<file path="src/rtl/mod_counter_n.sv">
// mod_counter_n: parametrised synchronous modulo-N up/down counter with
// parallel load, wrap-or-saturate mode and a zero-latency cascade output (tc).
// Optional build macro MOD_COUNTER_STICKY_OVF_EN adds a sticky overflow flag
// (ovf) with a synchronous clear input (ovf_clr).
module mod_counter_n #(
  parameter int WIDTH    = 3,
  parameter int MODULUS  = 7,
  parameter int SATURATE = 0
) (
  input  logic             clk,
  input  logic             reset,
  input  logic             en,
  input  logic             up_dn,
  input  logic             load,
  input  logic [WIDTH-1:0] load_val,
`ifdef MOD_COUNTER_STICKY_OVF_EN
  input  logic             ovf_clr,
  output logic             ovf,
`endif
  output logic [WIDTH-1:0] q,
  output logic             tc,
  output logic             wrap
);

  // A modulus outside 2..2**WIDTH cannot be represented; stop elaboration.
  if (MODULUS < 2 || MODULUS > 2 ** WIDTH) begin : g_bad_modulus
    $error("mod_counter_n: MODULUS %0d outside 2..2**WIDTH (WIDTH=%0d)", MODULUS, WIDTH);
  end

  // MODULUS may equal 2**WIDTH, so range arithmetic is carried at WIDTH+1 bits.
  localparam logic [WIDTH:0]   MOD_W   = (WIDTH + 1)'(MODULUS);
  localparam logic [WIDTH-1:0] TOP_VAL = WIDTH'(MODULUS - 1);
  localparam bit               SAT     = (SATURATE != 0);

  logic [WIDTH-1:0] q_q, q_d;
  logic             wrap_q, wrap_d;
  logic [WIDTH:0]   inc, dec, lv_ext;
  logic             at_top, at_bottom, at_term;
  logic [WIDTH-1:0] load_clamped;

  // Terminal detection and the load clamp; the borrow bit of dec flags q==0.
  always_comb begin
    inc          = {1'b0, q_q} + 1'b1;
    dec          = {1'b0, q_q} - 1'b1;
    lv_ext       = {1'b0, load_val};
    at_top       = (inc == MOD_W);
    at_bottom    = dec[WIDTH];
    at_term      = up_dn ? at_top : at_bottom;
    load_clamped = (lv_ext >= MOD_W) ? TOP_VAL : load_val;
    tc           = en & ~load & ~reset & at_term;
  end

  // Next count: load beats enable; at a range end either wrap or hold.
  always_comb begin
    q_d = q_q;
    if (load) begin
      q_d = load_clamped;
    end else if (en) begin
      if (up_dn) begin
        if (at_top) q_d = SAT ? q_q : '0;
        else        q_d = inc[WIDTH-1:0];
      end else begin
        if (at_bottom) q_d = SAT ? q_q : TOP_VAL;
        else           q_d = dec[WIDTH-1:0];
      end
    end
    // tc already excludes load and reset cycles, so it is the wrap event.
    wrap_d = tc;
  end

  // Count and wrap registers with synchronous reset.
  always_ff @(posedge clk) begin
    if (reset) begin
      q_q    <= '0;
      wrap_q <= 1'b0;
    end else begin
      q_q    <= q_d;
      wrap_q <= wrap_d;
    end
  end

`ifdef MOD_COUNTER_STICKY_OVF_EN
  logic ovf_q, ovf_d;

  // Sticky overflow: a wrap event sets it and wins over a same-edge clear.
  always_comb begin
    ovf_d = ovf_q;
    if (tc)           ovf_d = 1'b1;
    else if (ovf_clr) ovf_d = 1'b0;
  end

  // Overflow register with synchronous reset.
  always_ff @(posedge clk) begin
    if (reset) ovf_q <= 1'b0;
    else       ovf_q <= ovf_d;
  end

  assign ovf = ovf_q;
`endif

  assign q    = q_q;
  assign wrap = wrap_q;

endmodule

</file>
<file path="config.mk">
export PLATFORM = sky130hd
export DESIGN_NAME = mod_counter_n
export DESIGN_NICKNAME = d
export VERILOG_FILES = /design/src/rtl/mod_counter_n.sv
export SDC_FILE = /design/constraint.sdc
export NUM_CORES = 1
export LEC_CHECK = 0
export ABC_AREA = 1
export BUFFER_PORTS_ARGS = -buffer_cell sky130_fd_sc_hd__buf_2
export CAP_MARGIN = 20
export CORE_AREA = 2 2 39 41
export DETAILED_ROUTE_END_ITERATION = 7
export DIE_AREA = 0 0 41 43
export PLACE_DENSITY = 0.47
export SLEW_MARGIN = 20
export SYNTH_ARGS = -nofsm -noshare
export SYNTH_HDL_FRONTEND = slang
export SYNTH_SLANG_ARGS = --single-unit
</file>
<file path="constraint.sdc">
create_clock -name clk -period 1.6 [get_ports clk]
set_clock_uncertainty 0.1 [all_clocks]
set_input_delay 0 -clock clk [delete_from_list [all_inputs] [get_ports clk]]
set_output_delay 0 -clock clk [all_outputs]
set_load 0.005 [all_outputs]
</file>
==> summary.txt <==
Floorplan
  – Total core area: 1380 µm²
  – Top Ports: 13
  – Floorplan die area: about 1800 µm²
  – Effective utilization at floorplan: 26.8%
  – Cell row count: 14
  – Die height: 43 µm
  – Die X-Extent: 41 µm

Layout
  – Antenna fix cells: 0
  – Final layout net count: 87
  – Area grow syn2layout: 35.8%
  – Fraction of final layout cells sized beyond drive strength 1: 37.8%

Synthesis
  – Library cell with the largest summed area after synthesis: sky130_fd_sc_hd__dfxtp_1
  – Gate count after technology mapping: 58
  – FFs w/ async S/R, synth: 0%
  – Synth area leaders: sky130_fd_sc_hd__dfxtp_1 (22%), sky130_fd_sc_hd__nand2_1 (15%), sky130_fd_sc_hd__ha_1 (10%), sky130_fd_sc_hd__inv_1 (7.1%), sky130_fd_sc_hd__a21oi_1 (6.8%)
  – Number of flops mapped to enable cells by yosys: 0
  – Commonest cells in the synthesized netlist: sky130_fd_sc_hd__nand2_1 (15), sky130_fd_sc_hd__inv_1 (7), sky130_fd_sc_hd__nor2_1 (6)
  – Most numerous cell in the Yosys netlist: sky130_fd_sc_hd__nand2_1
  – Yosys warning total: 0
  – Flop and latch count out of synthesis: 4
  – Avg Inst Size Synth: 6.39 µm²
  – Number of distinct library cells after synthesis: 17
  – Post-synth top area share: between 20% and 30%
  – Main synth FF type: sky130_fd_sc_hd__dfxtp_1
  – Share of the yosys chip area belonging to registers: 21.6%
  – Synth Net Count: 69
  – Synthesized area: between 300 and 400 µm²

Drt
  – DRT Wirelength: ~840 µm
  – Per-cell routed wire length: 9.31 µm
  – Vias after detailed routing: 404
  – Number of vias per cell: about 4.5
  – Drt first pass iters: 3
  – Detailed router's first-iteration violation count: 6
  – Post-detailed-route count of antenna-violating nets: 0
  – Post-route DRC violation count: 0

Critical path
  – Worst-case reg-to-reg path depth: 7
  – Endpoint type of the worst setup path: output port
  – Setup CP Type: reg2out
  – Cell type of the slowest stage on the worst timing path: sky130_fd_sc_hd__dfxtp_4
  – CP Launch Type: flop
  – Critical Path AT: 1390 ps
  – Maximum fanout encountered on the critical timing path: 6
  – Cell breakdown of the critical path: ha_4 -> inv_1 -> nand2_4 -> nand2_2 -> nor2_4 -> nand2_2 -> nand2_1 -> nand2_1 -> nor2_1 -> buf_2
  – Maximum single-stage delay on the critical path: 380 ps
  – Worst path required time: 1500 ps

STA
  – Final Hold Slack: a little over 7 ps
  – Period utilisation layout: 93.1%
  – Maximum clock frequency: 671 MHz
  – Transition time at the pin with the least slew margin: 205 ps
  – Setup violations, final: 0
  – Final period demand of the worst path: 1490 ps
  – Final count of pins violating max slew: 0
  – Setup slack of the critical path after layout: ~110 ps
  – Total count of hold-check failures in the final report: 0
  – Worst slew margin: 86.3%

Global route
  – Met3 track demand over resource: between 1.5 and 2%
  – Number of antenna violations at the first check in global routing: 0
  – GRT Resource Usage Total: 11.3%
  – Number of global-route vias before repair: 367
  – Met1 track utilization from global routing: 14.1%
  – Largest net degree at the start of global routing: 10
  – Busiest grt layer: met2
  – Global-route wire length before repair: 1380 µm
  – GRT overflow: 0
  – Met2 global-route usage: 17.8%

CTS
  – Library cell used as clock root buffer: sky130_fd_sc_hd__clkbuf_4
  – Clock Path Buffers: 2
  – Worst-skew pair later-pin latency: 230 ps
  – Buffer count from post-CTS setup fixing: 0
  – CTS HTree Levels: 1
  – Clock transition at the registers of the reported paths: ~40 ps
  – Clock sink total: 4
  – Clock tree from TritonCTS: yes
  – Inserted Clock Buffers: 3

Place
  – Global placement routability congestion: 0.682
  – Quantity of I/O buffers inserted on ports: 12
  – Final HPWL from detailed placement: 652 µm
  – Setup Slack @ Placement: 186 ps

Min path
  – Worst hold path class: in2reg
  – Hold Path Depth: 3

Power
  – Overall power of the completed layout: 0.000331 W
  – VDD IR-drop max: 0.000309 V
  – Leakage power total: 0.259 nW
  – Cell area power density: 658 nW/µm²

Job
  – Max capacitance violation total: 0

Status
  – Result of the run: finished clean
[kinds of logic after synthesis]
| family | count (synthesis) | synth area share (%) |
|---|---|---|
| fa+ha+maj | 3 | 10.1 |
| buf+inv | 11 | 13.9 |
| compound gates | 8 | 12.2 |
| flops | 4 | 21.6 |
| simple gates | 32 | 42.2 |
[report_power, final]
part | leakage [nW] | internal, W | switching (W) | total [W]
registers | 0.0345 | 0.000107 | 0.0000142 | 0.000121
clock network | 0.0138 | 0.0000838 | 0.0000391 | 0.000123
logic | 0.210 | 0.0000394 | 0.0000477 | 0.0000872
[critical path: cells and delay by family, from the launching register on]
family | cells | cell delay, ps
adder cells (fa/ha/maj) | 1 | 150
buffers and inverters | 2 | 180
flip-flops | 1 | 380
AND/OR/NAND/NOR | 7 | 440
[cell usage in the layout (no fill, tap or decap)]
master and count:
sky130_fd_sc_hd__clkbuf_4 3, sky130_fd_sc_hd__ha_4 1, sky130_fd_sc_hd__nand2_2 3, sky130_fd_sc_hd__o21ai_0 1
sky130_fd_sc_hd__a21oi_1 5, sky130_fd_sc_hd__nand2_4 1, sky130_fd_sc_hd__ha_1 2, sky130_fd_sc_hd__dfxtp_2 1
sky130_fd_sc_hd__nor2_4 1, sky130_fd_sc_hd__inv_4 1, sky130_fd_sc_hd__nand3_1 4, sky130_fd_sc_hd__nand4_1 1
sky130_fd_sc_hd__inv_1 7, sky130_fd_sc_hd__dlygate4sd3_1 2, sky130_fd_sc_hd__inv_2 2, sky130_fd_sc_hd__a22oi_1 2
sky130_fd_sc_hd__dfxtp_4 2, sky130_fd_sc_hd__nor2_1 6, sky130_fd_sc_hd__dfxtp_1 1, sky130_fd_sc_hd__nand2_1 15
sky130_fd_sc_hd__buf_2 12, sky130_fd_sc_hd__nand3_2 1
[timing repair]
item | 4_1_cts | 5_1_grt
endpoints found under the setup margin | 1 | 1
endpoints found under the hold margin | 4 | 0
pin swaps | 0 | 1
resized for setup | 2 | 5
hold buffers | 2 | 0
[path summary, 6_finish.rpt]
path                                   from    to  slack (ps)
worst min-delay path            load_val[2]  q[2]           7
worst max-delay path                   q[1]    tc         110
worst min register to register         q[0]  q[0]         510
worst max register to register         q[1]  q[1]         290
[state kept, by name, indices dropped and copies added (netlist names)]
signal	count
q	3
wrap	1
[per-stage QoR]
stage | setup TNS, ps | cells | utilization, % | cell area [µm²]
finish | 0 | 90 | 36.3 | 503
global route | -8.75 | 90 | 36.3 | 503
CTS | 0 | 90 | 35.0 | 484
detailed placement | 0 | 85 | 31.7 | 439
global placement | 0 | 85 | 31.7 | 439
floorplan | 0 | 58 | - | 370
[routing by layer]
metal  vias up  part of all wire [%]
li1        215                     -
met1       182                    47
met2         7                    51
met3         0                   2.0
met4         0                     0
met5         -                     0
[final cells by class]
class                   instances  area, µm²
multi-input cells              43        251
flip-flops and latches          4       88.8
inverters                      10       40.0
fillers                       164        881
repair buffers                 14       80.1
clock buffers                   3       22.5
well taps                      16       20.0
Note: power is estimated with default switching activity, not from simulation.
